## src/rtl/mlp2_seq_engine.sv

```systemverilog
// Time-multiplexed two-layer perceptron: one signed MAC walks the hidden layer (ReLU),
// then the output layer; weights and biases live in a runtime-writable register file.
module mlp2_seq_engine #(
  parameter int N_IN   = 4,
  parameter int N_HID  = 4,
  parameter int N_OUT  = 2,
  parameter int DW     = 8,
  parameter int OW     = 16,
  parameter int ACC_W  = 32,
  parameter int CFG_AW = 5
) (
  input  logic                  clk,
  input  logic                  rst,
  input  logic                  in_valid,
  output logic                  in_ready,
  input  logic [N_IN*DW-1:0]    in_data,
  input  logic                  relu_out,
  output logic                  out_valid,
  input  logic                  out_ready,
  output logic [N_OUT*OW-1:0]   out_data,
  input  logic                  cfg_we,
  input  logic [CFG_AW-1:0]     cfg_addr,
  input  logic [DW-1:0]         cfg_wdata,
  output logic                  busy,
  output logic [1:0]            dbg_state
);

  localparam int NCFG    = N_IN*N_HID + N_HID + N_HID*N_OUT + N_OUT;
  localparam int B1_BASE = N_IN*N_HID;
  localparam int W2_BASE = B1_BASE + N_HID;
  localparam int B2_BASE = W2_BASE + N_HID*N_OUT;
  localparam int CNT_W   = 16;

  // Handshake: a transfer happens on a rising edge where valid && ready are both high;
  // in_ready is high only in IDLE, out_valid only in OUT, and out_data is held while stalled.
  typedef enum logic [1:0] {S_IDLE = 2'd0, S_L1 = 2'd1, S_L2 = 2'd2, S_OUT = 2'd3} state_e;

  state_e                   state_q, state_d;
  logic [NCFG*DW-1:0]       cfg_q, cfg_d;
  logic [N_IN*DW-1:0]       x_q, x_d;
  logic [N_HID*OW-1:0]      h_q, h_d;
  logic [N_OUT*OW-1:0]      y_q, y_d;
  logic                     relu_q, relu_d;
  logic signed [ACC_W-1:0]  acc_q, acc_d;
  logic [CNT_W-1:0]         outer_q, outer_d;
  logic [CNT_W-1:0]         inner_q, inner_d;

  logic signed [ACC_W-1:0]  mac_a, mac_b, mac_base, mac_sum, mac_pos;
  int                       oi, ii;

  function automatic logic signed [ACC_W-1:0] sext_dw(input logic [DW-1:0] v);
    return {{(ACC_W-DW){v[DW-1]}}, v};
  endfunction

  function automatic logic signed [ACC_W-1:0] sext_ow(input logic [OW-1:0] v);
    return {{(ACC_W-OW){v[OW-1]}}, v};
  endfunction

  function automatic logic [OW-1:0] sat_ow(input logic signed [ACC_W-1:0] v);
    logic signed [ACC_W-1:0] hi;
    logic signed [ACC_W-1:0] lo;
    hi = {{(ACC_W-OW+1){1'b0}}, {(OW-1){1'b1}}};
    lo = {{(ACC_W-OW+1){1'b1}}, {(OW-1){1'b0}}};
    if (v > hi)      return hi[OW-1:0];
    else if (v < lo) return lo[OW-1:0];
    else             return v[OW-1:0];
  endfunction

  assign oi = int'(outer_q);
  assign ii = int'(inner_q);

  // Operand mux for the single shared MAC; the bias seeds the first term of each neuron.
  always_comb begin
    mac_a    = '0;
    mac_b    = '0;
    mac_base = acc_q;
    if (state_q == S_L1) begin
      mac_a = sext_dw(x_q[ii*DW +: DW]);
      mac_b = sext_dw(cfg_q[(ii*N_HID + oi)*DW +: DW]);
      if (ii == 0) mac_base = sext_dw(cfg_q[(B1_BASE + oi)*DW +: DW]);
    end else if (state_q == S_L2) begin
      mac_a = sext_ow(h_q[ii*OW +: OW]);
      mac_b = sext_dw(cfg_q[(W2_BASE + ii*N_OUT + oi)*DW +: DW]);
      if (ii == 0) mac_base = sext_dw(cfg_q[(B2_BASE + oi)*DW +: DW]);
    end
  end

  assign mac_sum = mac_base + mac_a * mac_b;
  assign mac_pos = mac_sum[ACC_W-1] ? '0 : mac_sum;

  always_comb begin
    state_d = state_q;
    cfg_d   = cfg_q;
    x_d     = x_q;
    h_d     = h_q;
    y_d     = y_q;
    relu_d  = relu_q;
    acc_d   = acc_q;
    outer_d = outer_q;
    inner_d = inner_q;

    if (cfg_we && state_q == S_IDLE && int'(cfg_addr) < NCFG)
      cfg_d[int'(cfg_addr)*DW +: DW] = cfg_wdata;

    case (state_q)
      S_IDLE: begin
        if (in_valid) begin
          x_d     = in_data;
          relu_d  = relu_out;
          outer_d = '0;
          inner_d = '0;
          state_d = S_L1;
        end
      end
      S_L1: begin
        acc_d = mac_sum;
        if (ii == N_IN-1) begin
          h_d[oi*OW +: OW] = sat_ow(mac_pos);
          inner_d = '0;
          if (oi == N_HID-1) begin
            outer_d = '0;
            state_d = S_L2;
          end else begin
            outer_d = outer_q + CNT_W'(1);
          end
        end else begin
          inner_d = inner_q + CNT_W'(1);
        end
      end
      S_L2: begin
        acc_d = mac_sum;
        if (ii == N_HID-1) begin
          y_d[oi*OW +: OW] = sat_ow(relu_q ? mac_pos : mac_sum);
          inner_d = '0;
          if (oi == N_OUT-1) begin
            outer_d = '0;
            state_d = S_OUT;
          end else begin
            outer_d = outer_q + CNT_W'(1);
          end
        end else begin
          inner_d = inner_q + CNT_W'(1);
        end
      end
      S_OUT: begin
        if (out_ready) state_d = S_IDLE;
      end
      default: state_d = S_IDLE;
    endcase
  end

  always_ff @(posedge clk or negedge rst) begin
    if (!rst) begin
      state_q <= S_IDLE;
      cfg_q   <= '0;
      x_q     <= '0;
      h_q     <= '0;
      y_q     <= '0;
      relu_q  <= 1'b0;
      acc_q   <= '0;
      outer_q <= '0;
      inner_q <= '0;
    end else begin
      state_q <= state_d;
      cfg_q   <= cfg_d;
      x_q     <= x_d;
      h_q     <= h_d;
      y_q     <= y_d;
      relu_q  <= relu_d;
      acc_q   <= acc_d;
      outer_q <= outer_d;
      inner_q <= inner_d;
    end
  end

  assign in_ready  = (state_q == S_IDLE);
  assign out_valid = (state_q == S_OUT);
  assign busy      = (state_q != S_IDLE);
  assign out_data  = y_q;
  assign dbg_state = state_q;

endmodule

```

## config.mk

```make
export PLATFORM = sky130hd
export DESIGN_NAME = mlp2_seq_engine
export DESIGN_NICKNAME = d
export VERILOG_FILES = /design/src/rtl/mlp2_seq_engine.sv
export SDC_FILE = /design/constraint.sdc
export NUM_CORES = 2
export LEC_CHECK = 0
export CAP_MARGIN = 25
export CORE_MARGIN = 1.5
export CORE_UTILIZATION = 35
export CTS_CLUSTER_SIZE = 14
export DETAILED_ROUTE_END_ITERATION = 8
export HOLD_SLACK_MARGIN = 0.02
export SETUP_SLACK_MARGIN = 0.5
export SYNTH_ARGS = -nofsm -noshare
export SYNTH_HDL_FRONTEND = slang
export SYNTH_SLANG_ARGS = --single-unit
```

## constraint.sdc

```tcl
create_clock -name clk -period 12 [get_ports clk]
set_input_delay 1.2 -clock clk [delete_from_list [all_inputs] [get_ports clk]]
set_output_delay 1.2 -clock clk [all_outputs]
set_load 0.02 [all_outputs]
```

==> results.yml <==
outcome:
  outcome: "completed"
synthesis:
  ys_top_cells_by_area: "dfrtp_1 30%, fa_1 17%, mux4_2 9.4%"
  synthTopCellsByCount: "534 x inv_1, 435 x dfrtp_1, 321 x fa_1, 281 x nand2_1, 241 x mux2_2"
  syn_avg_cell_area_um2: 10.4
  yosysTopAreaCellShare_pct: 29.6
  synth_edf_count: 0
  synthesis.area_um2: 36800
  syn_nets: 4097
  yosysMostFrequentCell: "inv_1"
  synth_top_flop_cell: "dfrtp_1"
  async_flop_share_pct: 100
  yosysWarnings: 0
  post_synth_num_cell_types: 80
  synth-seq-cells: 435
  yosysTopAreaCell: "dfrtp_1"
  ys_seq_area_share_pct: 29.6
  syn_inst: 3551
worst_setup_path:
  crit_arrival_ns: 11.73
  cp_slowest_cell: "fa_1"
  reg2reg_slack_ns: 0.77
  r2r_cells: 44
  slowest_delay_ns: 0.59
  crit_path_end_kind: "register"
  path_max_fanout: 16
  startpoint_type: "register"
  cp.required_ns: 12.50
  r2r_start: "inner_q[1]$_DFFE_PN0P_"
  r2r-end: "h_q[6]$_DFFE_PN0P_"
  critical_path_class: "reg2reg"
  cpMostUsedCell: "inv_1"
drt:
  drt_iter0_markers: 2509
  dr_total_vias: 27320
  drt_first_pass_iters: 6
  wirelength_um: 111000
  wl_per_cell_um: 22.0
  postRouteAntennaNets: 0
  post-route-drc-count: 0
  viasPerCell: 5.39
die:
  start_util_pct: 35.4
  die_width_um: 327
  io_pins: 88
  dieArea_um2: 107000
  fp-row-count: 118
  fp.dieH_um: 327
  coreArea_um2: 104000
cts:
  clkLatencyLatePin_ns: 0.64
  cts_buffer_depth: 3
  cts_tree: "yes"
  root_buffer: "clkbuf_16"
  clk_pin_slew_ns: 0.07
  cts.sinks: 435
  h-tree-depth: 2
  numCtsBuffers: 50
sta:
  fmax_mhz: 89.1
  hold_violations: 0
  slew_headroom_pct: 26.7
  period_share_pct: 93.6
  finClkSkew_ns: 0.0447
  min_period_ns: 11.23
  report.final.slew_viol_count: 0
  rsz0062_at_grt: "false"
  tightest_slew_ns: 1.10
  finalSetupViolCount: 0
flow_run:
  drv_cap: 0
placement:
  dpl_cell_area_um2: 39600
  place_inst: 4929
  io_buffers: 87
  place_congestion: 0.909
  hpwl_um: 85900
worst_hold_path:
  min_from: "cfg_q[229]$_DFFE_PN0P_"
  min_path_type: "reg2reg"
  hold_depth: 2
  hold_path_end: "cfg_q[229]$_DFFE_PN0P_"
cells_and_area:
  num-fill-cells: 9949
  fin_cells: 5067
  drive_gt1_share_pct: 19.9
  fin_area_um2: 42300
  syn_to_final_growth_pct: 15.1
  layout.nets: 4192
global_route:
  grt_max_degree: 154
  antenna_found_initial: 3
  first_global_vias: 27502
  grt_use_total_pct: 20.8
  grt_pass1_wl_um: 171000
  overflow: 0
-- placed cells by master (no fill, tap or decap), types with 123 or more instances in the layout --
cell type,synthesis,final
nor2_1,186,185
inv_1,534,525
mux2_2,241,241
a21oi_1,162,152
buf_4,2,123
mux4_2,154,154
dfrtp_1,435,431
fa_1,321,313
o21ai_0,184,181
ha_1,174,162
nand2_1,281,272
-- metrics by stage --
stage	utilization [%]	TNS (ns)	worst slack, ns	hold WS [ns]
after floorplan	-	0	0.529	0.443
after global placement	38.1	-8.13	-0.138	0.459
after detailed placement	38.1	-25.61	-0.343	0.472
after CTS	40.2	0	0.521	0.488
after global routing	40.8	0	0.380	0.518
final	40.8	0	0.773	0.487
-- state kept, by name, indices dropped and copies added (netlist names) --
register,count
cfg_q,240
h_q,64
acc_q,32
out_data,32
x_q,32
inner_q,16
outer_q,16
dbg_state,2
relu_q,1
-- what timing repair did --
item | 4_1_cts | 5_1_grt
setup buffers | 14 | 27
cloned | 1 | 1
pin swaps | 8 | 32
hold buffers | 0 | 0
endpoints found under the hold margin | 0 | 0
endpoints found under the setup margin | 93 | 90
gates resized for setup | 50 | 58
-- area by class of cell --
class                      instances  area [um2]  share of cell area (%)
clock inverter                    22         372                   0.878
inverter                         534        2020                    4.78
antenna                            1        2.50                 0.00592
clock buffer                      70        1460                    3.44
tap                             1380        1730                    4.08
sequential                       435       10900                    25.8
timing repair buffer             234        2220                    5.26
multi-input combinational       2391       23600                    55.8
-- worst max path at each step --
stage	end	cells after the start	slack, ns	startpoint
detailed placement	out_data[0]$_DFFE_PN0P_	40	-0.34	inner_q[1]$_DFFE_PN0P_
global route	h_q[0]$_DFFE_PN0P_	43	0.38	outer_q[2]$_DFFE_PN0P_
global placement	out_data[1]$_DFFE_PN0P_	40	-0.14	inner_q[1]$_DFFE_PN0P_
CTS	h_q[39]$_DFFE_PN0P_	42	0.52	inner_q[1]$_DFFE_PN0P_
finish	h_q[6]$_DFFE_PN0P_	44	0.77	inner_q[1]$_DFFE_PN0P_
floorplan	h_q[56]$_DFFE_PN0P_	42	0.53	inner_q[1]$_DFFE_PN0P_
-- kinds of logic after synthesis --
family,share of synthesized area (%)
buf+inv,7.50
mux,17.5
fa+ha+maj,23.4
compound gates,9.35
simple gates,10.4
flops,29.6
xor+xnor,2.19
-- worst max-delay path: cells and delay by family (launching register included) --
family	cells	cell delay [ns]
xor gates and xnor gates	1	0.40
buffers and inverters	16	1.76
DFF	1	0.42
muxes	2	0.80
and+or+nand+nor	8	2.07
adders and majority gates	12	4.92
AOI/OAI and AO/OA	5	0.74
-- routing by layer --
layer  GRT usage, %  wire length (um)  part of all wire (%)  up-vias
met5              0                 0                     0        -
met4           6.21              3510                   3.2        0
met3           4.12              8410                   7.5      172
met2           32.4             50200                    45      989
met1           29.2             49300                    44    13919
li1               -                 -                     -    12240
Power is not shown: default switching activity piles up to over one toggle a cycle in this logic, so the estimate is an artifact.
